## config.mk

```make
export PLATFORM = sky130hd
export DESIGN_NAME = axi_lite_regfile
export DESIGN_NICKNAME = d
export VERILOG_FILES = /design/src/rtl/axi_lite_pkg.sv /design/src/rtl/regfile_timer.sv /design/src/rtl/axi_lite_regfile.sv
export SDC_FILE = /design/constraint.sdc
export NUM_CORES = 1
export LEC_CHECK = 0
export ABC_CLOCK_PERIOD_IN_PS = 4000
export CAP_MARGIN = 20
export CORE_ASPECT_RATIO = 0.5
export CORE_MARGIN = 2
export CORE_UTILIZATION = 55
export DETAILED_ROUTE_END_ITERATION = 8
export PLACE_DENSITY_LB_ADDON = 0.2
export REMOVE_ABC_BUFFERS = 1
export SYNTH_ARGS = -nofsm -noshare
export SYNTH_HDL_FRONTEND = slang
export SYNTH_SLANG_ARGS = --single-unit
```

## constraint.sdc

```tcl
create_clock -name aclk -period 4 [get_ports aclk]
set_clock_uncertainty 0.15 [all_clocks]
set_input_delay 0.6 -clock aclk [delete_from_list [all_inputs] [get_ports aclk]]
set_output_delay 0.6 -clock aclk [all_outputs]
set_load 0.01 [all_outputs]
```

## src/rtl/axi_lite_pkg.sv

```systemverilog
`default_nettype none
// ---------------------------------------------------------------------------
// axi_lite_pkg : response codes, register map and CTRL bit layout
// Revision     : 1.0
// ---------------------------------------------------------------------------
package axi_lite_pkg;

    localparam logic [1:0] RESP_OKAY   = 2'b00;
    localparam logic [1:0] RESP_SLVERR = 2'b10;

    localparam logic [4:0] OFF_CTRL        = 5'h00;
    localparam logic [4:0] OFF_SCRATCH     = 5'h04;
    localparam logic [4:0] OFF_STATUS      = 5'h08;
    localparam logic [4:0] OFF_IRQ_STATUS  = 5'h0C;
    localparam logic [4:0] OFF_IRQ_MASK    = 5'h10;
    localparam logic [4:0] OFF_TIMER_LOAD  = 5'h14;
    localparam logic [4:0] OFF_TIMER_VALUE = 5'h18;
    localparam logic [4:0] OFF_VERSION     = 5'h1C;

    localparam int CTRL_TIMER_EN = 0;
    localparam int CTRL_IRQ_EN   = 1;

    // Word index within the window, i.e. offset[4:2]
    typedef enum logic [2:0] {
        REG_CTRL        = 3'd0,
        REG_SCRATCH     = 3'd1,
        REG_STATUS      = 3'd2,
        REG_IRQ_STATUS  = 3'd3,
        REG_IRQ_MASK    = 3'd4,
        REG_TIMER_LOAD  = 3'd5,
        REG_TIMER_VALUE = 3'd6,
        REG_VERSION     = 3'd7
    } reg_idx_e;

    function automatic logic reg_is_ro(input reg_idx_e idx);
        return (idx == REG_STATUS) || (idx == REG_TIMER_VALUE) || (idx == REG_VERSION);
    endfunction

endpackage
`default_nettype wire

```

## src/rtl/regfile_timer.sv

```systemverilog
`default_nettype none
// ---------------------------------------------------------------------------
// regfile_timer : reloadable down-counter, expiry pulse when enabled at zero
// Revision      : 1.0
// ---------------------------------------------------------------------------
module regfile_timer #(
    parameter int WIDTH = 32
) (
    input  logic             aclk,
    input  logic             aresetn,
    input  logic             enable,
    input  logic             start,
    input  logic [WIDTH-1:0] load_value,
    output logic [WIDTH-1:0] value,
    output logic             expiry
);

    // The load cycle itself never counts as an expiry
    assign expiry = enable & ~start & (value == '0);

    always_ff @(posedge aclk or negedge aresetn) begin
        if (!aresetn) begin
            value <= '0;
        end else if (start) begin
            value <= load_value;
        end else if (enable) begin
            if (value == '0) begin
                value <= load_value;
            end else begin
                value <= value - 1'b1;
            end
        end
    end

endmodule
`default_nettype wire

```

## src/rtl/axi_lite_regfile.sv

```systemverilog
`default_nettype none
// ---------------------------------------------------------------------------
// axi_lite_regfile : control/status registers, W1C interrupt block and timer
// Revision         : 1.0
// ---------------------------------------------------------------------------
module axi_lite_regfile
    import axi_lite_pkg::*;
#(
    parameter int                    ADDR_WIDTH = 32,
    parameter int                    DATA_WIDTH = 32,
    parameter logic [ADDR_WIDTH-1:0] BASE_ADDR  = 32'h0000_0000,
    parameter int                    EVT_WIDTH  = 8,
    parameter logic [DATA_WIDTH-1:0] VERSION    = 32'h0001_0000
) (
    input  logic                    aclk,
    input  logic                    aresetn,
    input  logic [ADDR_WIDTH-1:0]   user_wr_addr,
    input  logic [DATA_WIDTH-1:0]   user_wr_data,
    input  logic [DATA_WIDTH/8-1:0] user_wr_strb,
    input  logic                    user_wr_en,
    output logic [1:0]              user_wr_resp,
    input  logic [ADDR_WIDTH-1:0]   user_rd_addr,
    input  logic                    user_rd_en,
    output logic [DATA_WIDTH-1:0]   user_rd_data,
    output logic [1:0]              user_rd_resp,
    input  logic [DATA_WIDTH-1:0]   status_in,
    input  logic [EVT_WIDTH-1:0]    event_in,
    output logic [DATA_WIDTH-1:0]   ctrl_out,
    output logic                    irq
);

    localparam logic [DATA_WIDTH-1:0] IRQ_VALID =
        DATA_WIDTH'((64'd1 << (EVT_WIDTH + 1)) - 64'd1);

    logic [DATA_WIDTH-1:0] ctrl_q, scratch_q, irq_status_q, irq_mask_q, timer_load_q;
    logic [DATA_WIDTH-1:0] ctrl_d, scratch_d, irq_status_d, irq_mask_d, timer_load_d;
    logic                  irq_q;

    logic [ADDR_WIDTH-1:0] wr_off, rd_off;
    reg_idx_e              wr_idx, rd_idx;
    logic                  wr_ok, rd_ok, wr_commit;
    logic [DATA_WIDTH-1:0] wmask, irq_clr, irq_set, rd_mux;
    logic [DATA_WIDTH-1:0] timer_value;
    logic                  timer_expiry, timer_start;

    // Reads are side-effect free and responses are address-only, so rd_en is not needed
    logic unused_rd_en;
    assign unused_rd_en = user_rd_en;

    // Subtraction wraps addresses below BASE_ADDR out of the window
    assign wr_off = user_wr_addr - BASE_ADDR;
    assign rd_off = user_rd_addr - BASE_ADDR;
    assign wr_idx = reg_idx_e'(wr_off[4:2]);
    assign rd_idx = reg_idx_e'(rd_off[4:2]);

    assign wr_ok = (wr_off[ADDR_WIDTH-1:5] == '0) && (wr_off[1:0] == 2'b00) && !reg_is_ro(wr_idx);
    assign rd_ok = (rd_off[ADDR_WIDTH-1:5] == '0) && (rd_off[1:0] == 2'b00);

    assign user_wr_resp = wr_ok ? RESP_OKAY : RESP_SLVERR;
    assign user_rd_resp = rd_ok ? RESP_OKAY : RESP_SLVERR;
    assign wr_commit    = user_wr_en & wr_ok;

    always_comb begin
        wmask = '0;
        for (int b = 0; b < DATA_WIDTH/8; b++) begin
            wmask[b*8 +: 8] = {8{user_wr_strb[b]}};
        end
    end

    always_comb begin
        ctrl_d       = ctrl_q;
        scratch_d    = scratch_q;
        irq_mask_d   = irq_mask_q;
        timer_load_d = timer_load_q;
        irq_clr      = '0;
        if (wr_commit) begin
            case (wr_idx)
                REG_CTRL:       ctrl_d       = (ctrl_q       & ~wmask) | (user_wr_data & wmask);
                REG_SCRATCH:    scratch_d    = (scratch_q    & ~wmask) | (user_wr_data & wmask);
                REG_IRQ_MASK:   irq_mask_d   = (irq_mask_q   & ~wmask) | (user_wr_data & wmask);
                REG_TIMER_LOAD: timer_load_d = (timer_load_q & ~wmask) | (user_wr_data & wmask);
                REG_IRQ_STATUS: irq_clr      = user_wr_data & wmask;
                default:        ;
            endcase
        end
    end

    always_comb begin
        irq_set              = '0;
        irq_set[EVT_WIDTH:1] = event_in;
        irq_set[0]           = timer_expiry;
        // Set is applied after clear so a simultaneous event wins
        irq_status_d         = ((irq_status_q & ~irq_clr) | irq_set) & IRQ_VALID;
    end

    assign timer_start = ctrl_d[CTRL_TIMER_EN] & ~ctrl_q[CTRL_TIMER_EN];

    regfile_timer #(
        .WIDTH      (DATA_WIDTH)
    ) u_timer (
        .aclk       (aclk),
        .aresetn    (aresetn),
        .enable     (ctrl_q[CTRL_TIMER_EN]),
        .start      (timer_start),
        .load_value (timer_load_q),
        .value      (timer_value),
        .expiry     (timer_expiry)
    );

    always_ff @(posedge aclk or negedge aresetn) begin
        if (!aresetn) begin
            ctrl_q       <= '0;
            scratch_q    <= '0;
            irq_status_q <= '0;
            irq_mask_q   <= '0;
            timer_load_q <= '0;
            irq_q        <= 1'b0;
        end else begin
            ctrl_q       <= ctrl_d;
            scratch_q    <= scratch_d;
            irq_status_q <= irq_status_d;
            irq_mask_q   <= irq_mask_d;
            timer_load_q <= timer_load_d;
            irq_q        <= ctrl_q[CTRL_IRQ_EN] & (|(irq_status_q & irq_mask_q));
        end
    end

    always_comb begin
        rd_mux = '0;
        case (rd_idx)
            REG_CTRL:        rd_mux = ctrl_q;
            REG_SCRATCH:     rd_mux = scratch_q;
            REG_STATUS:      rd_mux = status_in;
            REG_IRQ_STATUS:  rd_mux = irq_status_q;
            REG_IRQ_MASK:    rd_mux = irq_mask_q;
            REG_TIMER_LOAD:  rd_mux = timer_load_q;
            REG_TIMER_VALUE: rd_mux = timer_value;
            REG_VERSION:     rd_mux = VERSION;
            default:         rd_mux = '0;
        endcase
    end

    assign user_rd_data = rd_ok ? rd_mux : '0;
    assign ctrl_out     = ctrl_q;
    assign irq          = irq_q;

endmodule
`default_nettype wire

```

# Word-level counts from Yosys, hierarchy flattened
# Index checks and enable logic that the tools add are counted.
# word_totals
inputBits	144
elab_cells	74
regBits	170
# op_classes
bitwise	21
n_reduce_logical	19
n_eq_ne	14
add_sub_neg	1
muxes	11
# op_table
operator	n
32-bit one-hot mux with 8 select lines	1
32-bit bitwise AND	5
32-bit two-way mux	4
32-bit OR	4
27-bit logical NOT	2
9-bit by 32-bit bitwise AND with 32-bit output	1
32-bit logical NOT	1
32-bit NOT	1
32-bit OR reduction	1
32-bit by 1-bit subtractor with 32-bit output (second input constant)	1
3-bit equality test (second input constant)	8
9-bit two-way mux	2
3-bit by 2-bit equality test with 1-bit output (second input constant)	4
9-bit bitwise AND	1
9-bit NOT	1
9-bit OR	1
2-bit AND reduction	4
3-bit by 1-bit equality test with 1-bit output (second input constant)	2
3-bit logical NOT	2
1-bit bitwise AND	5
2-bit logical NOT	2
2-bit two-way mux	2
1-bit logical AND	3
1-bit logical OR	2
4 further kinds	6

# Depth between registers and ports, before layout
# Gate-level depths: netlist of the first run.
# depth
ltp_word	12
ltp_mapped	10
mapped_depth_nobuf	8

# By module
# A second synthesis of the first run with hierarchy kept.
# hier_totals
cells_unflattened	907
hier_area_um2	9570.4
# by_module_without_submodules
mod	seq_area_each_um2	n_inst	area_per_inst_um2	cells_each
axi_lite_regfile	3453.3	1	7425.9	657
regfile_timer	800.8	1	2144.6	250

# Worst setup path before layout of the first run
# OpenSTA, ideal clock, no wires.
# synth_path
path_kind	input to output
from	in user_rd_addr[12]
to	out user_rd_data[22]
t_arrival_ps	2147
setup_slack_ps	1103
required_ps	3250
path_buffers	1
stages	5
path_cell_list	or4_1 > nor4_1 > nand4_1 > clkbuf_1 > nor3_1
# synth_via
elab_chain_cells	3
# synth_lines
item	line_no	source
start, declared	axi_lite_regfile.sv:22	input logic [ADDR_WIDTH-1:0] user_rd_addr,
27-bit logical NOT	axi_lite_regfile.sv:57	assign rd_ok = (rd_off[ADDR_WIDTH-1:5] == '0) && (rd_off[1:0] == 2'b00);
1-bit logical AND	axi_lite_regfile.sv:57	
32-bit two-way mux	axi_lite_regfile.sv:143	assign user_rd_data = rd_ok ? rd_mux : '0;
end, declared	axi_lite_regfile.sv:24	output logic [DATA_WIDTH-1:0] user_rd_data,
# No other way between the ends.

# Final worst setup path of the first run
# layout_path
from	in user_rd_addr[14]
to	out user_rd_data[18]
# The elaborated chain is that of the path after synthesis.

==> metrics.csv, run 1 <==
metric;value;unit
outcome;finished clean;
grt_pass1_vias;8662;
holdBufCountCts;0;
p_per_area;308;nW/um2
synth_cells;980;
finalCritPeriodShare;0.937;
insertion_delay;0.43;ns
rsz0062_at_grt;no;
initial_utilization;0.557;
hpwlAfterDp;20700;um
synth-seq-area-share;0.442;
crit_top_cell;clkdlybuf4s50_1;
gp_congestion;0.921;
cp.arrival;3.00;ns
grt_max_degree;74;
antenna_left;0;
crit_start;user_rd_addr[14];
vias;8759;
path_cells;clkdlybuf4s50_1 > or4_1 > nor4_1 > nand4_1 > buf_12 > nor3_1 > clkdlybuf4s50_1;
max-cap-violations;0;
first_pass_iters;5;
peakVddDrop;0.000298;V
critPathLaunchType;input port;
finalSetupViolCount;0;
synthDistinctLibCells;65;
netlist_area;9620;um2
hold_viol_final;0;
grt_pass1_wl;46000;um
r2r_start;u_timer.value[19]$_DFFE_PN0P_;
antenna_found_initial;0;
layout_common_cells;clkdlybuf4s50_1 (205), dfrtp_1 (170), mux2_2 (117);
pre_cts_slack;0.229;ns
tns;0;ns
yosys_most_used_dff;dfrtp_1;
die_w;191;um
cpPeakStageDelay;0.57;ns
cts_max_level;4;
drive_gt1_frac;0.162;
hold_class;in2async;
num_io_pins;213;
cts_num_sinks;170;
synth_warnings;0;
end_kind;output pin;
area_delta_synth_final;30.8;%
wire_per_inst;20.7;um
viasPerCell;6.19;
die_h;97.5;um
period_needed;3.75;ns
cts_repair_resize_count;0;
r2r_cells;6;
synth_seq_cells;170;
path_clk_slew;0.07;ns
cts_setup_buffers;0;
avgSynthCellArea;9.82;um2
cts_tree;built;
mostFrequentLayoutCell;clkdlybuf4s50_1;
clock.fmax;267;MHz
cp.required;3.25;ns
io_buffers;209;
coreArea;17300;um2
critPathSlowestCell;clkdlybuf4s50_1;
row_count;34;
wl;29400;um
synth-edff-count;0;
cts-root-buf;clkbuf_16;
grtUsageTotal;0.319;
async_flop_share;1.00;
clk_path_buf_depth;2;
tightestPinTransition;1.11;ns
antenna_cells;0;
path_max_fanout;33;
drv_slew;0;
numCtsBuffers;17;
slew_headroom;0.260;
finalWorstSetupSlack;0.253;ns
power.leakage;5.41;nW
grt_overflow;0;
drtIter0Drc;831;
die_area;18600;um2
fin_nets;1317;
criticalPathCategory;in2out;
drc;0;
==> critical path, delay by kind of cell <==
| kind | cells | cell delay (ns) |
|---|---|---|
| buffers and inverters | 3 | 1.23 |
| AND/OR/NAND/NOR | 4 | 1.15 |
==> where the power goes <==
group | leakage (nW) | internal (mW) | switching, mW
Clock | 0.302 | 1.11 | 0.680
Sequential | 2.25 | 1.72 | 0.0000000224
Combinational | 2.87 | 0.180 | 0.183
Total | 5.41 | 3.01 | 0.864
==> final cells by class <==
class | instances | area [um2]
fill | 1290 | 4680
inverter | 46 | 173
timing repair buffer | 241 | 2350
clock buffer | 20 | 447
sequential | 170 | 4250
tap | 234 | 293
multi-input combinational | 695 | 4900
clock inverter | 9 | 173
==> synth_stat cells (3+ instances only) <==
master / instances / share of area
a21o_1: 14 / 0.011
a21oi_1: 91 / 0.047
a221oi_1: 9 / 0.0082
a22o_1: 3 / 0.0027
a22oi_1: 40 / 0.031
a2bb2oi_1: 4 / 0.0036
a31oi_1: 3 / 0.0020
and3_1: 13 / 0.0085
buf_1: 4 / 0.0016
buf_2: 12 / 0.0062
buf_4: 3 / 0.0023
clkbuf_1: 49 / 0.019
dfrtp_1: 170 / 0.44
inv_1: 45 / 0.018
mux2_1: 15 / 0.018
mux2_2: 117 / 0.14
mux2i_1: 22 / 0.023
nand2_1: 34 / 0.013
nand3_1: 25 / 0.013
nand4_1: 9 / 0.0058
nor2_1: 67 / 0.026
nor2b_1: 37 / 0.024
nor3_1: 68 / 0.035
nor4_1: 19 / 0.012
nor4_4: 4 / 0.0088
o211ai_1: 10 / 0.0078
o21ai_1: 27 / 0.014
o22ai_1: 3 / 0.0020
o31ai_1: 5 / 0.0039
or3_1: 4 / 0.0026
or4_1: 7 / 0.0055
xnor2_1: 6 / 0.0055
xor2_1: 3 / 0.0027
==> kinds of logic (layout without fill, tap and decap cells) <==
logic type,Yosys count,after routing,synth area share
buffers and inverters,116,316,0.0489
flip-flops,170,170,0.442
multiplexers,155,155,0.179
other,1,2,0.000390
AND/OR/NAND/NOR,299,299,0.168
AO/OA/AOI/OAI,228,228,0.151
XOR/XNOR,9,9,0.00819
adder cells (fa/ha/maj),2,2,0.00260
==> final timing paths <==
path | endpoint | slack [ns]
min | async pin | 0.02
max in group asynchronous | async pin | 2.87
min in group aclk | flip-flop | 0.36
max | user_rd_data[18] | 0.25
max reg2reg | u_timer.value[9]$_DFFE_PN0P_ | 0.76
min reg2reg | flip-flop | 0.36
==> metal layers <==
| layer | up-vias | routed length (um) | global-route usage |
|---|---|---|---|
| li1 | 3971 | - | - |
| met2 | 404 | 13500 | 0.499 |
| met5 | - | 0 | 0 |
| met4 | 0 | 618 | 0.105 |
| met1 | 4331 | 12800 | 0.443 |
| met3 | 53 | 2470 | 0.0697 |
==> through the flow <==
step	cell area (um2)	power, mW	hold slack (ns)	util	std cells
floorplan	9330	1.84	0.154	-	911
detailed placement	12000	2.11	0.343	0.693	1386
global route	12600	4.00	0.0831	0.729	1415
global placement	12000	2.10	0.334	0.692	1385
finish	12600	3.87	0.0246	0.729	1415
CTS	12600	3.89	0.0525	0.729	1415
(Power assumes the default switching activity.)
==> run 2, diff against run 1 <==
--- a/config.mk
+++ b/config.mk
@@ -7,7 +7,7 @@
 export LEC_CHECK = 0
 export ABC_CLOCK_PERIOD_IN_PS = 4000
 export CAP_MARGIN = 20
-export CORE_ASPECT_RATIO = 0.5
+export CORE_ASPECT_RATIO = 1.25
 export CORE_MARGIN = 2
 export CORE_UTILIZATION = 55
 export DETAILED_ROUTE_END_ITERATION = 8
==> metrics.csv, run 2 (synthesis results as in run 1) <==
metric;value;unit
first_pass_iters;6;
cp.required;3.25;ns
cts_tree;built;
max-cap-violations;0;
insertion_delay;0.43;ns
grt_max_degree;78;
die_w;122;um
antenna_left;0;
cts_num_sinks;170;
regArea;4250;um2
clock.fmax;265;MHz
crit_cells;7;
peakVddDrop;0.000250;V
path_cells;clkdlybuf4s50_1 > or4_1 > nor4_2 > nand4_1 > buf_4 > nor3_1 > clkdlybuf4s50_1;
wl;28200;um
fin_util;0.731;
finalCritPeriodShare;0.944;
antenna_found_initial;0;
cts_max_level;4;
num_io_pins;213;
slew_headroom;0.340;
die_h;152;um
grt_pass1_wl;44600;um
nFillCells;1298;
vias;8637;
hpwlAfterDp;19800;um
period_needed;3.78;ns
drtIter0Drc;764;
drive_gt1_frac;0.172;
power.leakage;5.45;nW
clk_path_buf_depth;2;
finalSetupViolCount;0;
critPathLaunchType;input port;
row_count;54;
area_delta_synth_final;31.4;%
io_buffers;209;
hold_class;reg2reg;
grt_pass1_vias;8597;
ff2ff_setup_slack;0.94;ns
cpPeakStageDelay;0.57;ns
fin_nets;1327;
cts-root-buf;clkbuf_16;
coreArea;17300;um2
outcome;finished clean;
gp_congestion;0.891;
antenna_cells;0;
pre_cts_slack;0.126;ns
numCtsBuffers;17;
viasPerCell;6.09;
multi_input_area;4910;um2
mostFrequentLayoutCell;clkdlybuf4s50_1;
drc;0;
tightestPinTransition;0.986;ns
critPathTopFamily;buffers and inverters;
initial_utilization;0.556;
tns;0;ns
die_area;18600;um2
wire_per_inst;19.9;um
p_per_area;301;nW/um2
finalWorstSetupSlack;0.224;ns
whs_path_depth;1;
crit_top_cell;clkdlybuf4s50_1;
grt_overflow;0;
path_clk_slew;0.06;ns
grtUsageTotal;0.307;
end_kind;output pin;
drv_slew;0;
layout_common_cells;clkdlybuf4s50_1 (205), dfrtp_1 (170), mux2_2 (117);
rsz0062_at_grt;no;
crit_buf_inv;3;
cp.arrival;3.03;ns
path_max_fanout;33;
r2r_cells;6;
criticalPathCategory;in2out;
hold_viol_final;0;
critPathSlowestCell;clkdlybuf4s50_1;
==> run 2: timing repair <==
| item | in CTS | in global routing |
|---|---|---|
| endpoints found under the hold margin | 6 | 0 |
| setup buffers | 0 | 0 |
| endpoints found under the setup margin | 0 | 5 |
| resized for setup | 0 | 1 |
| hold buffers | 1 | 0 |
==> run 2: path summary, 6_finish.rpt <==
path,to,startpoint
max in group asynchronous,async pin,aresetn
worst min-delay path,flip-flop,flip-flop
worst max-delay path,user_rd_data[24],user_rd_addr[14]
min in group asynchronous,async pin,aresetn
worst min register to register,flip-flop,flip-flop
worst max register to register,u_timer.value[9]$_DFFE_PN0P_,u_timer.value[18]$_DFFE_PN0P_
==> run 2: per-stage QoR <==
step | power, mW | instances | cell area, um2 | hold slack, ns
floorplan | 1.84 | 911 | 9330 | 0.154
global placement | 2.11 | 1385 | 12000 | 0.333
detailed placement | 2.11 | 1385 | 12000 | 0.340
CTS | 3.83 | 1418 | 12600 | 0.355
global route | 3.94 | 1418 | 12600 | 0.366
finish | 3.81 | 1418 | 12600 | 0.356
==> run 2: layer usage <==
| metal | vias to the layer above | GRT usage | part of all wire |
|---|---|---|---|
| met4 | 0 | 0.124 | 0.029 |
| met2 | 380 | 0.520 | 0.51 |
| met1 | 4206 | 0.386 | 0.39 |
| met3 | 60 | 0.0526 | 0.070 |
| met5 | - | 0 | 0 |
| li1 | 3991 | - | - |
==> run 2: cell type report <==
type                       instances  area share
tap                              224      0.0222
sequential                       170       0.336
multi-input combinational        695       0.388
clock buffer                      20      0.0361
timing repair buffer             251       0.190
clock inverter                    12      0.0129
inverter                          46      0.0137
==> run 2: power by group <==
group / internal (mW) / total (mW) / switching, mW / leakage (nW)
clock network: 1.02 / 1.73 / 0.709 / 0.298
registers: 1.72 / 1.72 / 0.0000000215 / 2.25
logic: 0.181 / 0.360 / 0.179 / 2.91
